## config.mk

```make
export PLATFORM = sky130hd
export DESIGN_NAME = mem_access_unit
export DESIGN_NICKNAME = d
export VERILOG_FILES = /design/src/rtl/mem_pkg.sv /design/src/rtl/lane_align.sv /design/src/rtl/mem_access_unit.sv
export SDC_FILE = /design/constraint.sdc
export NUM_CORES = 1
export LEC_CHECK = 0
export ABC_AREA = 1
export CORE_MARGIN = 2
export CORE_UTILIZATION = 40
export DETAILED_ROUTE_END_ITERATION = 6
export PLACE_DENSITY_LB_ADDON = 0.08
export RECOVER_POWER = 100
export SLEW_MARGIN = 40
export SYNTH_ARGS = -nofsm -noshare
export SYNTH_HDL_FRONTEND = slang
export SYNTH_SLANG_ARGS = --single-unit
```

## constraint.sdc

```tcl
create_clock -name clk -period 6.2 [get_ports clk]
set_input_delay 1.24 -clock clk [delete_from_list [all_inputs] [get_ports clk]]
set_output_delay 1.24 -clock clk [all_outputs]
set_load 0.03 [all_outputs]
```

## src/rtl/mem_pkg.sv

```systemverilog
// mem_pkg: size encodings, lane masks and FSM states shared by the load/store front end.
package mem_pkg;
    localparam logic [1:0] SZ_BYTE = 2'd0;
    localparam logic [1:0] SZ_HALF = 2'd1;
    localparam logic [1:0] SZ_WORD = 2'd2;

    localparam logic [3:0] MASK_BYTE = 4'b0001;
    localparam logic [3:0] MASK_HALF = 4'b0011;
    localparam logic [3:0] MASK_WORD = 4'b1111;

    typedef enum logic [2:0] {IDLE, P1, P2, FIN, RSP} state_t;

    // Size code 3 is treated as a word.
    function automatic logic [3:0] size_mask(input logic [1:0] size);
        return size == SZ_BYTE ? MASK_BYTE : size == SZ_HALF ? MASK_HALF : MASK_WORD;
    endfunction
endpackage

```

## src/rtl/lane_align.sv

```systemverilog
// lane_align: byte enables, lane-shifted store data and split detection for one access phase.
module lane_align
    import mem_pkg::*;
(
    input  logic [1:0]  size,
    input  logic [1:0]  off,
    input  logic        phase,
    input  logic [31:0] wdata,
    output logic [3:0]  be,
    output logic [31:0] wdata_sh,
    output logic        split
);
    logic [3:0] mask;
    logic [2:0] back;
    logic [5:0] bits;

    // Phase 1 shifts the access up into the first word; phase 2 carries the bytes that spilled past lane 3.
    always_comb begin
        mask     = size_mask(size);
        back     = 3'd4 - {1'b0, off};
        bits     = {off, 3'b000};
        split    = (size == SZ_HALF && off == 2'd3) || (size >= SZ_WORD && off != 2'd0);
        be       = phase ? mask >> back : mask << off;
        wdata_sh = phase ? wdata >> (6'd32 - bits) : wdata << bits;
    end
endmodule

```

## src/rtl/mem_access_unit.sv

```systemverilog
// mem_access_unit: byte-addressed load/store front end for a four-lane word RAM,
// splitting boundary-straddling accesses into two RAM phases.
module mem_access_unit
    import mem_pkg::*;
#(
    parameter int ADDR_W    = 32,
    parameter int RAM_IDX_W = 11
) (
    input  logic              clk,
    input  logic              reset_n,
    input  logic              req_valid,
    output logic              req_ready,
    input  logic              req_we,
    input  logic [1:0]        req_size,
    input  logic              req_signed,
    input  logic [ADDR_W-1:0] req_addr,
    input  logic [31:0]       req_wdata,
    output logic              rsp_valid,
    output logic [31:0]       rsp_rdata,
    output logic              ram_we,
    output logic [3:0]        ram_be,
    output logic [31:0]       ram_addr,
    output logic [31:0]       ram_wdata,
    input  logic [31:0]       ram_rdata
);
    localparam int WI_W = ADDR_W - 2;

    // The RAM decodes only the low RAM_IDX_W index bits; the full word index is driven regardless.
    if (RAM_IDX_W > WI_W) begin : g_idx_wider_than_index
    end

    state_t          state_q, state_d;
    logic            we_q, we_d, sgn_q, sgn_d;
    logic [1:0]      size_q, size_d, off_q, off_d;
    logic [WI_W-1:0] widx_q, widx_d, widx_inc;
    logic [31:0]     wdata_q, wdata_d, cap_q, cap_d;
    logic            rsp_valid_q, rsp_valid_d, ram_we_q, ram_we_d;
    logic [31:0]     rsp_rdata_q, rsp_rdata_d, ram_addr_q, ram_addr_d, ram_wdata_q, ram_wdata_d;
    logic [3:0]      ram_be_q, ram_be_d;
    logic            idle, la_split;
    logic [1:0]      la_size, la_off;
    logic [31:0]     la_wdata, la_wdata_sh, lo, raw, ld_data;
    logic [3:0]      la_be;

    // In IDLE the aligner sees the live request so phase 1 can be registered on the accept edge.
    assign idle     = state_q == IDLE;
    assign la_size  = idle ? req_size : size_q;
    assign la_off   = idle ? req_addr[1:0] : off_q;
    assign la_wdata = idle ? req_wdata : wdata_q;
    assign widx_inc = widx_q + WI_W'(1);

    lane_align u_align (
        .size     (la_size),
        .off      (la_off),
        .phase    (state_q == P1),
        .wdata    (la_wdata),
        .be       (la_be),
        .wdata_sh (la_wdata_sh),
        .split    (la_split)
    );

    // A split load's first word waits in cap_q while the second arrives on ram_rdata.
    assign lo      = la_split ? cap_q : ram_rdata;
    assign raw     = 32'({ram_rdata, lo} >> {off_q, 3'b000});
    assign ld_data = size_q == SZ_BYTE ? {{24{sgn_q & raw[7]}}, raw[7:0]} :
                     size_q == SZ_HALF ? {{16{sgn_q & raw[15]}}, raw[15:0]} : raw;

    always_comb begin
        state_d     = state_q;
        we_d        = we_q;
        size_d      = size_q;
        sgn_d       = sgn_q;
        off_d       = off_q;
        widx_d      = widx_q;
        wdata_d     = wdata_q;
        cap_d       = cap_q;
        rsp_rdata_d = rsp_rdata_q;
        ram_we_d    = 1'b0;
        ram_be_d    = 4'b0000;
        ram_addr_d  = ram_addr_q;
        ram_wdata_d = ram_wdata_q;
        case (state_q)
            IDLE: if (req_valid) begin
                state_d     = P1;
                we_d        = req_we;
                size_d      = req_size;
                sgn_d       = req_signed;
                off_d       = req_addr[1:0];
                widx_d      = req_addr[ADDR_W-1:2];
                wdata_d     = req_wdata;
                ram_we_d    = req_we;
                ram_be_d    = la_be;
                ram_addr_d  = 32'(req_addr[ADDR_W-1:2]);
                ram_wdata_d = la_wdata_sh;
            end
            P1: if (la_split) begin
                state_d     = P2;
                ram_we_d    = we_q;
                ram_be_d    = la_be;
                ram_addr_d  = 32'(widx_inc);
                ram_wdata_d = la_wdata_sh;
            end else begin
                state_d = we_q ? RSP : FIN;
            end
            P2: begin
                state_d = we_q ? RSP : FIN;
                cap_d   = ram_rdata;
            end
            FIN: begin
                state_d     = RSP;
                rsp_rdata_d = ld_data;
            end
            default: state_d = IDLE;
        endcase
        if (state_d == RSP && we_q) rsp_rdata_d = '0;
        rsp_valid_d = state_d == RSP;
    end

    always_ff @(posedge clk or negedge reset_n) begin
        if (!reset_n) begin
            state_q     <= IDLE;
            we_q        <= 1'b0;
            size_q      <= '0;
            sgn_q       <= 1'b0;
            off_q       <= '0;
            widx_q      <= '0;
            wdata_q     <= '0;
            cap_q       <= '0;
            rsp_valid_q <= 1'b0;
            rsp_rdata_q <= '0;
            ram_we_q    <= 1'b0;
            ram_be_q    <= '0;
            ram_addr_q  <= '0;
            ram_wdata_q <= '0;
        end else begin
            state_q     <= state_d;
            we_q        <= we_d;
            size_q      <= size_d;
            sgn_q       <= sgn_d;
            off_q       <= off_d;
            widx_q      <= widx_d;
            wdata_q     <= wdata_d;
            cap_q       <= cap_d;
            rsp_valid_q <= rsp_valid_d;
            rsp_rdata_q <= rsp_rdata_d;
            ram_we_q    <= ram_we_d;
            ram_be_q    <= ram_be_d;
            ram_addr_q  <= ram_addr_d;
            ram_wdata_q <= ram_wdata_d;
        end
    end

    assign req_ready = idle;
    assign rsp_valid = rsp_valid_q;
    assign rsp_rdata = rsp_rdata_q;
    assign ram_we    = ram_we_q;
    assign ram_be    = ram_be_q;
    assign ram_addr  = ram_addr_q;
    assign ram_wdata = ram_wdata_q;
endmodule

```

==> results.py <==
metrics = {
    "status": {
        "run_status": "complete, but fails checks",
        "violations": "capacitance limit, slew limit",
    },
    "run": {
        "maxCapViolations": 2,
    },
    "pwr": {
        "p_per_area_nw_per_um2": 646,
        "ir_worst_vdd_mv": 0.285,
        "power_frac_comb_pct": 58.6,
        "p_clk_share_pct": 16.0,
        "pwr-share-seq_pct": 25.4,
        "p_leak_nw": 6.85,
        "power.share.switching_pct": 51.4,
        "intPower_mw": 4.54,
        "power.switching_mw": 4.80,
    },
    "critical_path": {
        "arrival_ps": 3920,
        "startpoint_type": "register",
        "worst_setup_path_end_kind": "output port",
        "worstPathMaxFanout": 36,
        "slowest_stage": "clkbuf_1",
        "crit_path_start": "state_q[2]",
        "path_cells": "nor2_4 -> nand2_1 -> inv_1 -> clkbuf_1 -> dlygate4sd3_1",
        "worstSetupPathType": "reg -> out",
        "reg2reg_depth": 14,
        "crit_required_ps": 4960,
        "r2r-start": "state_q[2]",
        "slowest_delay_ps": 1000,
    },
    "timing": {
        "fmax_ghz": 0.194,
        "slew_headroom_pct": -97.7,
        "worstMarginPinSlew_ps": 2960,
        "finalCritPeriodShare_pct": 83.3,
        "setup-tns-final_ps": 0,
        "finalClockSkew_ps": 18.8,
        "post-route-min-period_ps": 5160,
        "setup_viol": 0,
        "slew_viol_final": 171,
        "final_hold_viol_count": 0,
        "finalWorstSetupSlack_ps": 1040,
        "rsz0062_at_grt": "false",
    },
    "floorplanning": {
        "die_x_um": 174,
        "start_util_pct": 40.3,
        "dieArea_um2": 30100,
        "die_h_um": 174,
        "fp-row-count": 62,
        "ios": 206,
        "core_area_um2": 28500,
    },
    "detailed_routing": {
        "drt-total-wl_mm": 38.5,
        "wire_per_inst_um": 17.9,
        "drcViolationCount": 0,
        "num_vias": 11391,
        "routed_via_density": 5.31,
        "ant_nets": 0,
        "drtIter0Drc": 1088,
        "dr.pass1.iters": 6,
    },
    "global_routing": {
        "grt_max_degree": 114,
        "grtUsageMet1_pct": 36.2,
        "use_met3_pct": 3.79,
        "gr-max-usage-layer": "met2",
        "grt_util_met2_pct": 40.8,
        "grt_overflow": 0,
        "grt_first_pass_wirelength_mm": 61.0,
        "grt_use_total_pct": 25.4,
        "antenna_found_initial": 0,
        "grt_pass1_vias": 10875,
    },
    "clock_network": {
        "post-cts-setup-buffers": 0,
        "cts.sinks": 203,
        "clk_latency_ps": 530,
        "cts_hold_buf": 0,
        "cts.clk_slew.worst_paths_ps": 60,
        "cts_buffers": 25,
        "cts_tree": "yes",
        "cts.repair.resized": 0,
        "htree_levels": 1,
        "cts_root_buffer": "clkbuf_16",
        "clockBufferDepth": 3,
    },
    "logic_synthesis": {
        "synth.distinct_cells": 44,
        "avgSynthCellArea_um2": 7.23,
        "yosysWarnings": 0,
        "ys_seq_area_share_pct": 44.1,
        "ys_seq_elements": 203,
        "synth.cell_area_um2": 11500,
        "netlist_instances": 1592,
    },
    "cells_and_area": {
        "regArea_um2": 5080,
        "num_antenna_cells": 0,
        "area_growth_pct": 25.6,
        "fin_nets": 1850,
        "nFillCells": 2950,
        "layout_commonest_cell": "nand2_1",
        "multi_input_area_um2": 5380,
        "drive_gt1_share_pct": 4.65,
        "layout_common_cells": "nand2_1 (511), o21ai_0 (224), dfrtp_1 (203)",
    },
    "min_path": {
        "hp-class": "reg -> reg",
        "min_from": "wdata_q[1]",
        "min_path_cells": 2,
    },
    "placed_design": {
        "place_hpwl_mm": 26.6,
        "gp_routability_congestion": 0.877,
        "preCtsSetupSlack_ps": 1280,
        "io_buffer_count": 203,
    },
}
[cells by family after synthesis]
group           Yosys count  synth area share, %
compound gates          365                 17.5
other cells               1               0.0326
flops                   203                 44.1
simple gates            764                 28.0
xor+xnor                 17                 1.29
fa+ha+maj                 2                0.217
mux                       4                0.348
buf+inv                 236                 8.53
[power by group through the flow]
| stage | Combinational [mW] | Sequential [mW] | Clock [mW] |
|---|---|---|---|
| final | 5.47 | 2.37 | 1.49 |
| after global placement | 5.53 | 2.40 | 0 |
| after floorplan | 3.40 | 2.79 | 0 |
| after global routing | 6.09 | 2.45 | 1.58 |
| after CTS | 5.61 | 2.38 | 1.52 |
| after detailed placement | 5.58 | 2.39 | 0 |
[routing by layer]
metal / wire, um / vias to the layer above / share of wire [%]
met5: 0 / - / 0
met4: 907 / 0 / 2.4
met3: 2410 / 58 / 6.3
met2: 17600 / 412 / 46
met1: 17600 / 5402 / 46
li1: - / 5519 / -
[cells in the mapped netlist, drive strengths merged]
| master | count | share of area, % |
|---|---|---|
| nand4 | 8 | 0.43 |
| a211oi | 2 | 0.13 |
| ha | 2 | 0.22 |
| a31oi | 10 | 0.54 |
| o32ai | 1 | 0.076 |
| o22ai | 9 | 0.49 |
| clkbuf | 46 | 1.5 |
| buf | 45 | 2.3 |
| dfrtp | 203 | 44 |
| a21oi | 76 | 3.4 |
| nor2 | 74 | 2.8 |
| nor3 | 15 | 0.65 |
| a311oi | 2 | 0.15 |
| nor4 | 5 | 0.27 |
| or2 | 9 | 0.49 |
| nand2 | 518 | 17 |
| o211ai | 28 | 1.8 |
| o31ai | 1 | 0.065 |
| nand3 | 132 | 5.9 |
| xor2 | 11 | 0.84 |
| o221ai | 3 | 0.23 |
| o21ai | 232 | 10 |
| a22oi | 1 | 0.065 |
| inv | 142 | 4.7 |
| mux2i | 4 | 0.35 |
| conb | 1 | 0.033 |
| nand3b | 3 | 0.20 |
| xnor2 | 6 | 0.46 |
| clkinv | 3 | 0.098 |
[state kept, by name, indices dropped and copies added, names as in the netlist, 2 cells and up]
register and count:
cap_q 32, off_q 2, ram_addr 30, ram_be 4, ram_wdata 32, rsp_rdata 32, size_q 2, state_q 3
wdata_q 32, widx_q 30
[layout make-up]
| class | count | area share [%] |
|---|---|---|
| Sequential cell | 203 | 35.1 |
| Multi-Input combinational cell | 1154 | 37.2 |
| Inverter | 145 | 3.80 |
| Timing Repair Buffer | 216 | 14.8 |
| Tap cell | 384 | 3.32 |
| Clock inverter | 4 | 0.502 |
| Clock buffer | 40 | 5.27 |
[through the flow]
stage | power (mW) | util [%] | std cells | instance area (um^2) | hold WS [ps]
6_report | 9.34 | 50.6 | 2146 | 14500 | 470
5_1_grt | 10.1 | 50.6 | 2146 | 14500 | 502
4_1_cts | 9.51 | 50.9 | 2145 | 14500 | 474
3_5_place_dp | 7.98 | 48.0 | 2101 | 13700 | 458
3_3_place_gp | 7.92 | 48.0 | 2101 | 13700 | 454
2_1_floorplan | 6.19 | - | 1593 | 11500 | 441
[worst max-delay path, delay by kind of cell (launching register included)]
family | cells | cell delay (ps)
flip-flops | 1 | 450
AND/OR/NAND/NOR | 2 | 860
buffers and inverters | 3 | 2070
[path summary, 6_finish.rpt]
path | to | slack [ps]
setup / recovery | req_ready | 1040
hold / removal | wdata_q[1] | 470
setup reg to reg | rsp_rdata[17] | 1230
hold reg to reg | wdata_q[1] | 470
max in group asynchronous | wdata_q[2] | 2160
min in group asynchronous | cap_q[3] | 690
No activity file was read; power rests on OpenSTA's default activity.
